==> src/rtl/nvdla_csb_arb_if.sv <==
// Bundle of the request, CSB, response and status signals around nvdla_csb_arb.
// The arbiter takes the slave modport; the requesters and the core take master.
interface nvdla_csb_arb_if #(
  parameter int DEPTH = 4
);
  localparam int OW = $clog2(DEPTH) + 2;

  logic        req0_valid;
  logic        req1_valid;
  logic        req0_ready;
  logic        req1_ready;
  logic [15:0] req0_addr;
  logic [15:0] req1_addr;
  logic [31:0] req0_wdat;
  logic [31:0] req1_wdat;
  logic        req0_write;
  logic        req1_write;
  logic        req0_nposted;
  logic        req1_nposted;

  logic        rsp0_valid;
  logic        rsp1_valid;
  logic [31:0] rsp0_data;
  logic [31:0] rsp1_data;
  logic        rsp0_is_wr;
  logic        rsp1_is_wr;

  logic        csb2nvdla_valid;
  logic        csb2nvdla_ready;
  logic [15:0] csb2nvdla_addr;
  logic [31:0] csb2nvdla_wdat;
  logic        csb2nvdla_write;
  logic        csb2nvdla_nposted;

  logic        nvdla2csb_valid;
  logic [31:0] nvdla2csb_data;
  logic        nvdla2csb_wr_complete;

  logic          err_unexpected;
  logic [OW-1:0] outstanding;

  modport slave (
    input  req0_valid, req1_valid, req0_addr, req1_addr, req0_wdat, req1_wdat,
    input  req0_write, req1_write, req0_nposted, req1_nposted,
    output req0_ready, req1_ready,
    output rsp0_valid, rsp1_valid, rsp0_data, rsp1_data, rsp0_is_wr, rsp1_is_wr,
    output csb2nvdla_valid, csb2nvdla_addr, csb2nvdla_wdat, csb2nvdla_write,
    output csb2nvdla_nposted,
    input  csb2nvdla_ready,
    input  nvdla2csb_valid, nvdla2csb_data, nvdla2csb_wr_complete,
    output err_unexpected, outstanding
  );

  modport master (
    output req0_valid, req1_valid, req0_addr, req1_addr, req0_wdat, req1_wdat,
    output req0_write, req1_write, req0_nposted, req1_nposted,
    input  req0_ready, req1_ready,
    input  rsp0_valid, rsp1_valid, rsp0_data, rsp1_data, rsp0_is_wr, rsp1_is_wr,
    input  csb2nvdla_valid, csb2nvdla_addr, csb2nvdla_wdat, csb2nvdla_write,
    input  csb2nvdla_nposted,
    output csb2nvdla_ready,
    output nvdla2csb_valid, nvdla2csb_data, nvdla2csb_wr_complete,
    input  err_unexpected, outstanding
  );
endinterface

==> src/rtl/nvdla_csb_arb.sv <==
// Round-robin arbiter sharing the NVDLA CSB port between two requesters, with
// ID FIFOs routing in-order read data and write completions back to the issuer.
module nvdla_csb_arb #(
  parameter int DEPTH = 4
) (
  input  logic           clk,
  input  logic           rst,
  nvdla_csb_arb_if.slave bus
);
  localparam int AW = $clog2(DEPTH);
  localparam int CW = AW + 1;
  localparam int OW = AW + 2;
  localparam int SW = AW + 2;

  logic [1:0]  req_valid;
  logic [1:0]  req_write;
  logic [1:0]  req_nposted;
  logic [1:0]  elig;
  logic [1:0]  req_ready;
  logic [15:0] req_addr [2];
  logic [31:0] req_wdat [2];

  assign req_valid   = {bus.req1_valid, bus.req0_valid};
  assign req_write   = {bus.req1_write, bus.req0_write};
  assign req_nposted = {bus.req1_nposted, bus.req0_nposted};
  assign req_addr[0] = bus.req0_addr;
  assign req_addr[1] = bus.req1_addr;
  assign req_wdat[0] = bus.req0_wdat;
  assign req_wdat[1] = bus.req1_wdat;

  // Index 0 is the read-ID queue, index 1 the non-posted-write-ID queue.
  logic [1:0]         push;
  logic [1:0]         pop_req;
  logic [1:0]         pop;
  logic [1:0]         full;
  logic [1:0]         head_id;
  logic [1:0][CW-1:0] fifo_cnt;
  logic [1:0][CW-1:0] fifo_cnt_d;

  logic        load;
  logic        grant;
  logic        gnt_id;
  logic        gnt_write;
  logic        gnt_np;
  logic        last_q;
  logic        ovld_q;
  logic [15:0] addr_q;
  logic [31:0] wdat_q;
  logic        write_q;
  logic        nposted_q;
  logic        err_q;
  logic [OW-1:0] outstanding_q;

  genvar gi;

  assign pop_req = {bus.nvdla2csb_wr_complete, bus.nvdla2csb_valid};

  generate
    for (gi = 0; gi < 2; gi++) begin : g_fifo
      logic          mem_q [DEPTH];
      logic [AW-1:0] wptr_q;
      logic [AW-1:0] rptr_q;
      logic [CW-1:0] count_q;

      // Full and empty both come from the registered count, so a same-cycle
      // pop never makes room for a push and a push never feeds a pop.
      assign full[gi]       = (count_q == CW'(DEPTH));
      assign pop[gi]        = pop_req[gi] && (count_q != '0);
      assign head_id[gi]    = mem_q[rptr_q];
      assign fifo_cnt[gi]   = count_q;
      assign fifo_cnt_d[gi] = count_q + CW'(push[gi]) - CW'(pop[gi]);

      always_ff @(posedge clk) begin
        if (push[gi]) begin
          mem_q[wptr_q] <= gnt_id;
        end
      end

      always_ff @(posedge clk) begin
        if (rst) begin
          wptr_q  <= '0;
          rptr_q  <= '0;
          count_q <= '0;
        end else begin
          if (push[gi]) wptr_q <= wptr_q + 1'b1;
          if (pop[gi])  rptr_q <= rptr_q + 1'b1;
          count_q <= fifo_cnt_d[gi];
        end
      end
    end

    for (gi = 0; gi < 2; gi++) begin : g_elig
      assign elig[gi]      = req_valid[gi] &&
                             (req_write[gi] ? (!req_nposted[gi] || !full[1]) : !full[0]);
      assign req_ready[gi] = grant && (gnt_id == 1'(gi));
    end
  endgenerate

  assign load = !ovld_q || bus.csb2nvdla_ready;

  always_comb begin
    gnt_id = elig[1];
    if (elig == 2'b11) begin
      gnt_id = ~last_q;
    end
  end

  assign grant     = load && (elig != 2'b00) && !rst;
  assign gnt_write = req_write[gnt_id];
  assign gnt_np    = gnt_write && req_nposted[gnt_id];
  assign push[0]   = grant && !gnt_write;
  assign push[1]   = grant && gnt_np;

  always_ff @(posedge clk) begin
    if (rst) begin
      ovld_q    <= 1'b0;
      addr_q    <= '0;
      wdat_q    <= '0;
      write_q   <= 1'b0;
      nposted_q <= 1'b0;
      last_q    <= 1'b1;
    end else if (load) begin
      ovld_q <= grant;
      if (grant) begin
        addr_q    <= req_addr[gnt_id];
        wdat_q    <= req_wdat[gnt_id];
        write_q   <= gnt_write;
        nposted_q <= gnt_np;
        last_q    <= gnt_id;
      end
    end
  end

  always_ff @(posedge clk) begin
    if (rst) begin
      err_q         <= 1'b0;
      outstanding_q <= '0;
    end else begin
      if ((pop_req & ~pop) != 2'b00) err_q <= 1'b1;
      outstanding_q <= OW'(fifo_cnt_d[0]) + OW'(fifo_cnt_d[1]);
    end
  end

  logic [1:0]  rsp_vld;
  logic [1:0]  rsp_is_wr;
  logic [31:0] rsp_data [2];

  generate
    for (gi = 0; gi < 2; gi++) begin : g_rsp
      logic          rd_hit;
      logic          wr_hit;
      logic          skid_busy;
      logic [SW-1:0] skid_q;
      logic          vld_q;
      logic          is_wr_q;
      logic [31:0]   data_q;

      assign rd_hit    = pop[0] && (head_id[0] == 1'(gi));
      assign wr_hit    = pop[1] && (head_id[1] == 1'(gi));
      assign skid_busy = (skid_q != '0);

      // Reads go first; a completion that loses to a read, or queues behind an
      // earlier held completion, is counted in the skid and drained one per cycle.
      always_ff @(posedge clk) begin
        if (rst) begin
          skid_q  <= '0;
          vld_q   <= 1'b0;
          is_wr_q <= 1'b0;
          data_q  <= '0;
        end else begin
          vld_q   <= rd_hit || wr_hit || skid_busy;
          is_wr_q <= !rd_hit && (wr_hit || skid_busy);
          data_q  <= rd_hit ? bus.nvdla2csb_data : 32'd0;
          if (rd_hit) begin
            skid_q <= skid_q + SW'(wr_hit);
          end else if (skid_busy) begin
            skid_q <= skid_q - SW'(1) + SW'(wr_hit);
          end
        end
      end

      assign rsp_vld[gi]   = vld_q;
      assign rsp_is_wr[gi] = is_wr_q;
      assign rsp_data[gi]  = data_q;
    end
  endgenerate

  assign bus.req0_ready        = req_ready[0];
  assign bus.req1_ready        = req_ready[1];
  assign bus.rsp0_valid        = rsp_vld[0];
  assign bus.rsp1_valid        = rsp_vld[1];
  assign bus.rsp0_data         = rsp_data[0];
  assign bus.rsp1_data         = rsp_data[1];
  assign bus.rsp0_is_wr        = rsp_is_wr[0];
  assign bus.rsp1_is_wr        = rsp_is_wr[1];
  assign bus.csb2nvdla_valid   = ovld_q;
  assign bus.csb2nvdla_addr    = addr_q;
  assign bus.csb2nvdla_wdat    = wdat_q;
  assign bus.csb2nvdla_write   = write_q;
  assign bus.csb2nvdla_nposted = nposted_q;
  assign bus.err_unexpected    = err_q;
  assign bus.outstanding       = outstanding_q;
endmodule

==> src/flat_wrapper.sv <==
// flat-port wrapper written by rule: the top's interface ports become plain ports
module nvdla_csb_arb_flat 
#(
  parameter int DEPTH = 4
)
  (clk, rst, bus_req0_valid, bus_req1_valid, bus_req0_addr, bus_req1_addr, bus_req0_wdat, bus_req1_wdat, bus_req0_write, bus_req1_write, bus_req0_nposted, bus_req1_nposted, bus_req0_ready, bus_req1_ready, bus_rsp0_valid, bus_rsp1_valid, bus_rsp0_data, bus_rsp1_data, bus_rsp0_is_wr, bus_rsp1_is_wr, bus_csb2nvdla_valid, bus_csb2nvdla_addr, bus_csb2nvdla_wdat, bus_csb2nvdla_write, bus_csb2nvdla_nposted, bus_csb2nvdla_ready, bus_nvdla2csb_valid, bus_nvdla2csb_data, bus_nvdla2csb_wr_complete, bus_err_unexpected, bus_outstanding);
  nvdla_csb_arb_if #(.DEPTH(DEPTH)) bus_i ();
  input  logic clk;
  input  logic rst;
  input wire logic [$bits(bus_i.req0_valid)-1:0] bus_req0_valid;
  input wire logic [$bits(bus_i.req1_valid)-1:0] bus_req1_valid;
  input wire logic [$bits(bus_i.req0_addr)-1:0] bus_req0_addr;
  input wire logic [$bits(bus_i.req1_addr)-1:0] bus_req1_addr;
  input wire logic [$bits(bus_i.req0_wdat)-1:0] bus_req0_wdat;
  input wire logic [$bits(bus_i.req1_wdat)-1:0] bus_req1_wdat;
  input wire logic [$bits(bus_i.req0_write)-1:0] bus_req0_write;
  input wire logic [$bits(bus_i.req1_write)-1:0] bus_req1_write;
  input wire logic [$bits(bus_i.req0_nposted)-1:0] bus_req0_nposted;
  input wire logic [$bits(bus_i.req1_nposted)-1:0] bus_req1_nposted;
  output wire logic [$bits(bus_i.req0_ready)-1:0] bus_req0_ready;
  output wire logic [$bits(bus_i.req1_ready)-1:0] bus_req1_ready;
  output wire logic [$bits(bus_i.rsp0_valid)-1:0] bus_rsp0_valid;
  output wire logic [$bits(bus_i.rsp1_valid)-1:0] bus_rsp1_valid;
  output wire logic [$bits(bus_i.rsp0_data)-1:0] bus_rsp0_data;
  output wire logic [$bits(bus_i.rsp1_data)-1:0] bus_rsp1_data;
  output wire logic [$bits(bus_i.rsp0_is_wr)-1:0] bus_rsp0_is_wr;
  output wire logic [$bits(bus_i.rsp1_is_wr)-1:0] bus_rsp1_is_wr;
  output wire logic [$bits(bus_i.csb2nvdla_valid)-1:0] bus_csb2nvdla_valid;
  output wire logic [$bits(bus_i.csb2nvdla_addr)-1:0] bus_csb2nvdla_addr;
  output wire logic [$bits(bus_i.csb2nvdla_wdat)-1:0] bus_csb2nvdla_wdat;
  output wire logic [$bits(bus_i.csb2nvdla_write)-1:0] bus_csb2nvdla_write;
  output wire logic [$bits(bus_i.csb2nvdla_nposted)-1:0] bus_csb2nvdla_nposted;
  input wire logic [$bits(bus_i.csb2nvdla_ready)-1:0] bus_csb2nvdla_ready;
  input wire logic [$bits(bus_i.nvdla2csb_valid)-1:0] bus_nvdla2csb_valid;
  input wire logic [$bits(bus_i.nvdla2csb_data)-1:0] bus_nvdla2csb_data;
  input wire logic [$bits(bus_i.nvdla2csb_wr_complete)-1:0] bus_nvdla2csb_wr_complete;
  output wire logic [$bits(bus_i.err_unexpected)-1:0] bus_err_unexpected;
  output wire logic [$bits(bus_i.outstanding)-1:0] bus_outstanding;
  assign bus_i.req0_valid = bus_req0_valid;
  assign bus_i.req1_valid = bus_req1_valid;
  assign bus_i.req0_addr = bus_req0_addr;
  assign bus_i.req1_addr = bus_req1_addr;
  assign bus_i.req0_wdat = bus_req0_wdat;
  assign bus_i.req1_wdat = bus_req1_wdat;
  assign bus_i.req0_write = bus_req0_write;
  assign bus_i.req1_write = bus_req1_write;
  assign bus_i.req0_nposted = bus_req0_nposted;
  assign bus_i.req1_nposted = bus_req1_nposted;
  assign bus_req0_ready = bus_i.req0_ready;
  assign bus_req1_ready = bus_i.req1_ready;
  assign bus_rsp0_valid = bus_i.rsp0_valid;
  assign bus_rsp1_valid = bus_i.rsp1_valid;
  assign bus_rsp0_data = bus_i.rsp0_data;
  assign bus_rsp1_data = bus_i.rsp1_data;
  assign bus_rsp0_is_wr = bus_i.rsp0_is_wr;
  assign bus_rsp1_is_wr = bus_i.rsp1_is_wr;
  assign bus_csb2nvdla_valid = bus_i.csb2nvdla_valid;
  assign bus_csb2nvdla_addr = bus_i.csb2nvdla_addr;
  assign bus_csb2nvdla_wdat = bus_i.csb2nvdla_wdat;
  assign bus_csb2nvdla_write = bus_i.csb2nvdla_write;
  assign bus_csb2nvdla_nposted = bus_i.csb2nvdla_nposted;
  assign bus_i.csb2nvdla_ready = bus_csb2nvdla_ready;
  assign bus_i.nvdla2csb_valid = bus_nvdla2csb_valid;
  assign bus_i.nvdla2csb_data = bus_nvdla2csb_data;
  assign bus_i.nvdla2csb_wr_complete = bus_nvdla2csb_wr_complete;
  assign bus_err_unexpected = bus_i.err_unexpected;
  assign bus_outstanding = bus_i.outstanding;
  nvdla_csb_arb #(.DEPTH(DEPTH)) u_core (.clk(clk), .rst(rst), .bus(bus_i));
endmodule
==> config.mk <==
export PLATFORM = sky130hd
export DESIGN_NAME = nvdla_csb_arb_flat
export DESIGN_NICKNAME = d
export VERILOG_FILES = /design/src/rtl/nvdla_csb_arb_if.sv /design/src/rtl/nvdla_csb_arb.sv /design/src/flat_wrapper.sv
export SDC_FILE = /design/constraint.sdc
export NUM_CORES = 1
export LEC_CHECK = 0
export BUFFER_PORTS_ARGS = -buffer_cell sky130_fd_sc_hd__buf_2
export CAP_MARGIN = 10
export CORE_MARGIN = 3
export CORE_UTILIZATION = 53
export CTS_BUF_LIST = sky130_fd_sc_hd__clkbuf_8
export DETAILED_ROUTE_END_ITERATION = 7
export GPL_TIMING_DRIVEN = 0
export PLACE_DENSITY_LB_ADDON = 0.2
export SETUP_SLACK_MARGIN = 0.5
export SLEW_MARGIN = 20
export SYNTH_ARGS = -nofsm -noshare
export SYNTH_HDL_FRONTEND = slang
export SYNTH_SLANG_ARGS = --single-unit
==> constraint.sdc <==
create_clock -name clk -period 5.53 [get_ports clk]
set_clock_uncertainty 0.15 [all_clocks]
set_input_delay 0.553 -clock clk [delete_from_list [all_inputs] [get_ports clk]]
set_output_delay 0.553 -clock clk [all_outputs]
set_load 0.05 [all_outputs]
==> results, run 1 <==
- The most common library cell in the layout ignoring fill and taps is sky130_fd_sc_hd__buf_2.
- The number of warning messages in the yosys log is 0.
- The half-perimeter wire length after detailed placement is 13300 um.
- The detail-routed via count per cell is 5.26.
- The synthesis-to-finish area growth is 31.0%.
- Once detail routing completed, the nets flagged for antenna violations numbered 0.
- The iteration count of the initial detailed-routing pass is 5.
- STA classifies the critical path startpoint as a flip-flop.
- Summing all placed instances gives a cell area of 7610 um^2.
- The number of antenna cells inserted is 0.
- The multi-input gate area in the final layout is 2600 um^2.
- In this run the static leakage power is 3.99 nW.
- The type of the worst setup path is flip-flop to flip-flop.
- The fmax is 270 MHz.
- In this run, post-CTS hold repair placed 0 buffers.
- The worst setup path is captured at a flip-flop.
- The required time of the worst setup path is 5690 ps.
- The leading register cell type out of synthesis is sky130_fd_sc_hd__dfxtp_1.
- From bottom edge to top edge, the die measures 113 um.
- The clock tree from TritonCTS is done.
- The number of setup buffers added after CTS is 0.
- Entering global routing, the biggest net connects 18 pins.
- For this block, the routed nets add up to 17000 um of wire.
- The mapped netlist covers 6110 um^2.
- Max-cap violations in this run came to 0.
- In this run, synthesis produced a sequential element count of 159.
- Once layout is complete, the utilization of the core stands at 72.6%.
- For the worst setup path, the data arrival time is 3870 ps.
- The DRC marker count from the first detailed-route iteration is 287.
- The number of global-route vias before repair is 5577.
- The setup TNS after final layout is 0 ps.
- For this design, the sink count on the clock tree is 159.
- The hold violation count in the final report is 0.
- The floorplan step defined a die boundary enclosing 12900 um^2.
- The worst path meets setup with 1830 ps of slack.
- Routability-driven placement finished with a final weighted congestion of 0.835.
- After detailed routing, the number of remaining DRC violations is 0.
- Registers take 3260 um^2.
- The placeable core region is 11000 um^2.
- Setup repair after global routing left no endpoint under its margin.
- The count of different cell masters after synthesis is 54.
- The number of H-tree levels is 4.
- The worst hold path class is primary input to flip-flop.
- In the synthesized netlist the async set-or-reset flop fraction comes to 0%.
- Counting every instance in the synthesized netlist gives 643.
- The worst pin sits at a relative slew slack of 44.5%.
- Along the worst path, the maximum fanout reaches 5.
- VDD sags by at most 0.280 mV.
- Fill cells in the final layout number 840.
- The count of vias placed by the detailed router is 5673.
- The number of nets in the synthesized netlist is 810.
- The count of flip-flops with a built-in enable after synthesis is 8.
- The areal power density over the cells is 474 nW/um^2.
- The share of the clock period used by the worst path is 67.0%.
- The x dimension of the die is 113 um.
- The total power of the final layout is 3.80 mW.
- Excluding fillers, the count of instances in the completed layout stands at 1079.
- The count of instances resized after the clock tree is built is 0.
- Summed over all layers, the global routing overflow is 0.
- The total placed cells including tap cells is 1047.
- The shortest period the worst path allows is 3700 ps.
- The share of final-layout standard cells stronger than drive strength 1 is 34.7%.
- The total CTS buffers is 17.
- The number of endpoints failing setup at the final stage is 0.
- The global router's overall resource usage is 25.6%.
- The pin slew with the least headroom to its limit is 826 ps.
- The number of max-slew violations in the final report is 0.
- The clock transition at the registers of the reported paths is 100 ps.
- The final routed wire length divided by cell count is 15.7 um.
- During I/O placement, the number of pins put on the boundary was 265.
- The final-layout worst hold slack is 156 ps.
- In the layout the commonest cells are sky130_fd_sc_hd__buf_2 (279), sky130_fd_sc_hd__dfxtp_1 (151), sky130_fd_sc_hd__nand2_1 (108).
- After the last flow step, the layout net total stands at 1093.
- Each instance of the synthesized netlist takes up on average 9.50 um^2.
- The initial cell density of the core is 55.4%.
- Summing the sequential cell areas from Yosys gives 53.4% of the chip area.
- The number of antenna violations at the first check in global routing came to 0.
- The initialized floorplan defines 38 standard-cell rows.
- The clock passes through at most 2 buffers.
- The count of buffers added on input and output ports is 264.
- The root buffer selected by CTS is sky130_fd_sc_hd__clkbuf_8.
- The worst slack at placement is 1600 ps.
- The flow ran to the end, and the final reports show no timing, DRC or antenna violations.
- The first global-routing pass estimated 26300 um of wire.
- Once layout is done, the placed cells without fillers occupy 8010 um^2.
- For the worst-skew pair, the clock arrives at the later sink with an insertion delay of 440 ps.
## Yosys cell counts (5+ instances only)
cell type	n	area (um^2)
sky130_fd_sc_hd__a21oi_1	8	40.0
sky130_fd_sc_hd__and2_1	67	419
sky130_fd_sc_hd__xnor2_1	7	61.3
sky130_fd_sc_hd__nand2_1	108	405
sky130_fd_sc_hd__a31oi_1	50	313
sky130_fd_sc_hd__edfxtp_1	8	240
sky130_fd_sc_hd__nor2b_1	6	37.5
sky130_fd_sc_hd__ha_1	25	313
sky130_fd_sc_hd__xor2_1	6	52.6
sky130_fd_sc_hd__nor3_1	6	30.0
sky130_fd_sc_hd__and3_1	10	62.6
sky130_fd_sc_hd__o21ai_0	50	250
sky130_fd_sc_hd__nor2_1	31	116
sky130_fd_sc_hd__clkbuf_1	20	75.1
sky130_fd_sc_hd__mux2i_1	5	50.1
sky130_fd_sc_hd__buf_2	15	75.1
sky130_fd_sc_hd__dfxtp_1	151	3020
sky130_fd_sc_hd__inv_1	21	78.8
## final timing paths
path	startpoint	to	slack (ps)	cells past startpoint
setup / recovery	u_core.g_fifo[1].count_q[2]$_SDFF_PP0_	u_core.bus.outstanding[2]$_SDFF_PP0_	1830	13
setup reg to reg	u_core.g_fifo[1].count_q[2]$_SDFF_PP0_	u_core.bus.outstanding[2]$_SDFF_PP0_	1830	13
hold / removal	bus_nvdla2csb_data[10]	u_core.bus.rsp0_data[10]$_SDFF_PP0_	160	2
hold reg to reg	u_core.bus.err_unexpected$_SDFFE_PP0P_	u_core.bus.err_unexpected$_SDFFE_PP0P_	330	2
## sequential cells by signal, summed over array words and instances, names as in the netlist, named ones only
name	count
u_core.bus.csb2nvdla_wdat	32
u_core.bus.rsp0_data	32
u_core.bus.rsp1_data	32
u_core.bus.csb2nvdla_addr	16
u_core.g_fifo.mem_q	8
u_core.g_rsp.skid_q	8
u_core.g_fifo.count_q	6
u_core.bus.outstanding	4
u_core.g_fifo.rptr_q	4
u_core.g_fifo.wptr_q	4
u_core.bus.csb2nvdla_nposted	1
u_core.bus.csb2nvdla_valid	1
u_core.bus.csb2nvdla_write	1
u_core.bus.err_unexpected	1
u_core.bus.rsp0_is_wr	1
u_core.bus.rsp0_valid	1
u_core.bus.rsp1_is_wr	1
u_core.bus.rsp1_valid	1
u_core.last_q	1
## power by group
group          internal, mW  total (mW)  switching [mW]
sequential             1.35        1.45           0.103
combinational         0.481        1.49            1.01
clock                 0.381       0.859           0.479
## final cells by class
cell class                 instances  area share [%]
sequential                       159            40.8
multi-input combinational        424            32.4
timing repair buffer             264            16.5
clock buffer                      17            2.92
tap                              140            2.19
buffer                            38            2.11
clock inverter                    15            2.08
inverter                          22            1.03
## routing by layer
metal | vias up | part of all wire [%] | GRT usage, %
met4 | 0 | 2.6 | 10.5
met2 | 235 | 54 | 47.8
met3 | 38 | 7.6 | 6.84
met1 | 2662 | 36 | 27.1
met5 | - | 0 | 0
li1 | 2738 | - | -
## cells by family (layout without fill, tap and decap cells)
logic type / Yosys count / after routing / synth area share, %
flops: 159 / 159 / 53.4
xor+xnor: 13 / 13 / 1.86
buf+inv: 60 / 356 / 4.12
mux: 8 / 8 / 1.74
fa+ha+maj: 28 / 28 / 6.10
simple gates: 247 / 247 / 19.7
compound gates: 128 / 128 / 13.1
## critical path, cell delays in order (launching register included)
cell and delay, ps:
sky130_fd_sc_hd__dfxtp_1 390, sky130_fd_sc_hd__or3b_4 450, sky130_fd_sc_hd__o2111a_1 320, sky130_fd_sc_hd__o21ai_2 220, sky130_fd_sc_hd__nand3_1 190, sky130_fd_sc_hd__ha_1 320
sky130_fd_sc_hd__inv_1 40, sky130_fd_sc_hd__ha_1 200, sky130_fd_sc_hd__fa_1 410, sky130_fd_sc_hd__xnor2_1 200, sky130_fd_sc_hd__xnor2_1 170, sky130_fd_sc_hd__ha_1 290
sky130_fd_sc_hd__xor2_1 180, sky130_fd_sc_hd__nor2_1 60
No activity file was read; power rests on OpenSTA's default activity.
==> run 2, diff against run 1 <==
--- a/config.mk
+++ b/config.mk
@@ -8,7 +8,7 @@
 export BUFFER_PORTS_ARGS = -buffer_cell sky130_fd_sc_hd__buf_2
 export CAP_MARGIN = 10
 export CORE_MARGIN = 3
-export CORE_UTILIZATION = 53
+export CORE_UTILIZATION = 44
 export CTS_BUF_LIST = sky130_fd_sc_hd__clkbuf_8
 export DETAILED_ROUTE_END_ITERATION = 7
 export GPL_TIMING_DRIVEN = 0
==> constraint.sdc (replaced) <==
create_clock -name clk -period 3 [get_ports clk]
set_clock_uncertainty 0.15 [all_clocks]
set_input_delay 0.3 -clock clk [delete_from_list [all_inputs] [get_ports clk]]
set_output_delay 0.3 -clock clk [all_outputs]
set_load 0.05 [all_outputs]
==> run 2 against run 1 <==
The run now ends with setup timing left. Via count is 14% higher. Worst setup slack worse by 2200 ps. Sequential share of layout area is 7.5 points lower. Sequential cell count stayed put. Cell area is 23% higher. First-iteration DRC count is 35% higher. Sequential power is 85% higher. Critical path depth stayed put. Count of clock-buffer cells in the layout is 2 higher. Wire length is 25% higher. Worst hold slack worse by 73 ps. Register-to-register slack worse by 2200 ps. Largest power group unchanged. Highest routed layer unchanged.
==> results, run 2 (synthesis gave the netlist of run 1 again) <==
- The number of max-slew violations in the final report is 0.
- The x dimension of the die is 124 um.
- The layout net count is 1248.
- The design draws 7.59 mW.
- In this run the worst hold path is classified as primary input to flip-flop.
- After layout, the worst setup slack is -343 ps.
- In the routed layout, each cell is associated on average with a via count of 5.10.
- The pin slew with the least headroom to its limit is 828 ps.
- The area of the die is 15300 um^2.
- The kind of launch point of the worst setup path is a flip-flop.
- The number of antenna violations at the first check in global routing is 1.
- Measured against its own limit, the worst slew margin works out to 44.4%.
- The clock tree from TritonCTS is done.
- The HPWL after detailed placement is 12900 um.
- In the layout the commonest cells are sky130_fd_sc_hd__buf_2 (274), sky130_fd_sc_hd__dfxtp_1 (146), sky130_fd_sc_hd__dlygate4sd3_1 (130).
- Data on the critical path is required at its endpoint by 3170 ps.
- Routability-driven placement finished with a final weighted congestion of 0.817.
- The first global-routing pass estimated 32400 um of wire.
- The final reports fail on setup timing.
- Summed over all layers, the routed wires come to 21300 um.
- The height of the die is 124 um.
- The remaining antenna violation count is 0.
- The placeable core region is 13400 um^2.
- The leftover overflow at the end of global routing is 0.
- Dividing the final minimum period by the clock period gives 111%.
- For this configuration, the core starts out at a cell density of 45.6%.
- For this design the ratio of total power to cell area is 772 nW/um^2.
- The placement row count is 42.
- The arrival time reported for the critical path endpoint is 3510 ps.
- Setup repair after global routing could not meet its margin everywhere.
- At the later pin of the worst-skew pair, clock insertion delay measures 450 ps.
- The most common library cell in the layout ignoring fill and taps is sky130_fd_sc_hd__buf_2.
- For this run, the detailed router's first-pass iteration total came to 7.
- The DRC marker count from the first detailed-route iteration is 388.
- Max-cap violations in this run came to 0.
- The clock transition at the registers of the reported paths is 80 ps.
- The total CTS buffers is 17.
- In this run the clock root is driven by a sky130_fd_sc_hd__clkbuf_8.
- The area growth from synthesis to layout is 61.0%.
- Setup violations remaining at the end of the flow were counted as 3.
- The endpoint kind of the worst setup timing path is a flip-flop.
- In this run the worst path has a maximum fanout of 4.
- The type of the worst setup path is flip-flop to flip-flop.
- The static leakage power is 4.72 nW.
- IR analysis of the VDD net gives a maximum drop of 0.438 mV.
- The run finished, with violations left.
- For this design the top-level I/O count stands at 265.
- The number of input and output port buffers inserted is 264.
- Timing would allow up to 299 MHz.
- The global router's overall resource usage is 27.3%.
- The most critical setup path has its startpoint at u_core.g_fifo[0].count_q[0]$_SDFF_PP0_.
- The shortest period the worst path allows is 3340 ps.
- In this run the deepest clock path goes through 2 buffers.
- The count of unresolved DRC violations after routing is 0.
- In this run the critical register-to-register path is launched from u_core.g_fifo[0].count_q[0]$_SDFF_PP0_.
- The final-layout worst hold slack is 83.3 ps.
- The worst hold path begins at bus_csb2nvdla_ready.
- The detailed router placed 6480 vias in this run.
- Entering global routing, the biggest net connects 18 pins.
- The number of global-route vias before repair is 6458.
- After detailed routing, the average wire length per cell comes to 16.8 um.
- The number of sinks on the clock net is 159.
- In this run the number of H-tree levels came out at 4.
- The hold violation count in the final report is 0.
- Cells with a size suffix above 1 make up 35.1% of the layout.
[run 2: critical path, stage by stage, from the launching register on]
cell                       delay [ps]
sky130_fd_sc_hd__dfxtp_4          360
sky130_fd_sc_hd__or4b_4           520
sky130_fd_sc_hd__o2111a_2         210
sky130_fd_sc_hd__o21ai_4          190
sky130_fd_sc_hd__nand3_4          120
sky130_fd_sc_hd__ha_4             270
sky130_fd_sc_hd__inv_2             40
sky130_fd_sc_hd__ha_4             150
sky130_fd_sc_hd__fa_2             380
sky130_fd_sc_hd__xnor2_2          170
sky130_fd_sc_hd__xnor2_2          150
sky130_fd_sc_hd__ha_1             320
sky130_fd_sc_hd__a21oi_1          150
sky130_fd_sc_hd__nor2_1            50
[run 2: layout make-up]
type	count	area (um^2)
Clock inverter	13	129
Timing Repair Buffer	419	2850
Fill cell	914	3560
Inverter	22	90.1
Clock buffer	19	262
Buffer	38	194
Sequential cell	159	3270
Tap cell	176	220
Multi-Input combinational cell	424	2820
Antenna cell	1	2.50
[run 2: path summary, 6_finish.rpt]
| kind | to | slack, ps | depth (start not counted) |
|---|---|---|---|
| max | u_core.bus.outstanding[3]$_SDFF_PP0_ | -340 | 13 |
| min | u_core.bus.csb2nvdla_valid$_SDFFE_PP0P_ | 80 | 3 |
| max reg2reg | u_core.bus.outstanding[3]$_SDFF_PP0_ | -340 | 13 |
| min reg2reg | u_core.bus.err_unexpected$_SDFFE_PP0P_ | 340 | 2 |
[run 2: routing by layer]
metal  routed length, um  global-route usage [%]
met5                   0                       0
met4                1040                    15.2
met3                1720                    8.22
met2               10800                    47.1
met1                7700                    30.0
[run 2: metrics by stage]
step | cell area, um^2 | instances | setup slack [ps] | utilization [%] | setup TNS [ps]
finish | 9840 | 1271 | -343 | 73.4 | -1020
global route | 9840 | 1271 | -457 | 73.4 | -1340
CTS | 9750 | 1268 | -331 | 72.8 | -972
detailed placement | 7690 | 1083 | -662 | 57.4 | -2470
global placement | 7690 | 1083 | -658 | 57.4 | -2410
floorplan | 6150 | 643 | -251 | - | -737
[run 2: timing repair]
| item | 4_1_cts | 5_1_grt |
|---|---|---|
| buffers inserted | 23 | 2 |
| endpoints found under the hold margin | 113 | 0 |
| gates cloned | 0 | 0 |
| pin swaps | 19 | 4 |
| setup endpoints to repair | 12 | 71 |
| hold buffers | 130 | 0 |
| gates resized for setup | 41 | 16 |
[run 2: power breakdown]
group	total [mW]	leakage (nW)	internal, mW	switching [mW]
Clock	1.57	0.207	0.721	0.846
Combinational	3.34	3.20	1.29	2.06
Sequential	2.68	1.31	2.49	0.188
Total	7.59	4.72	4.50	3.09
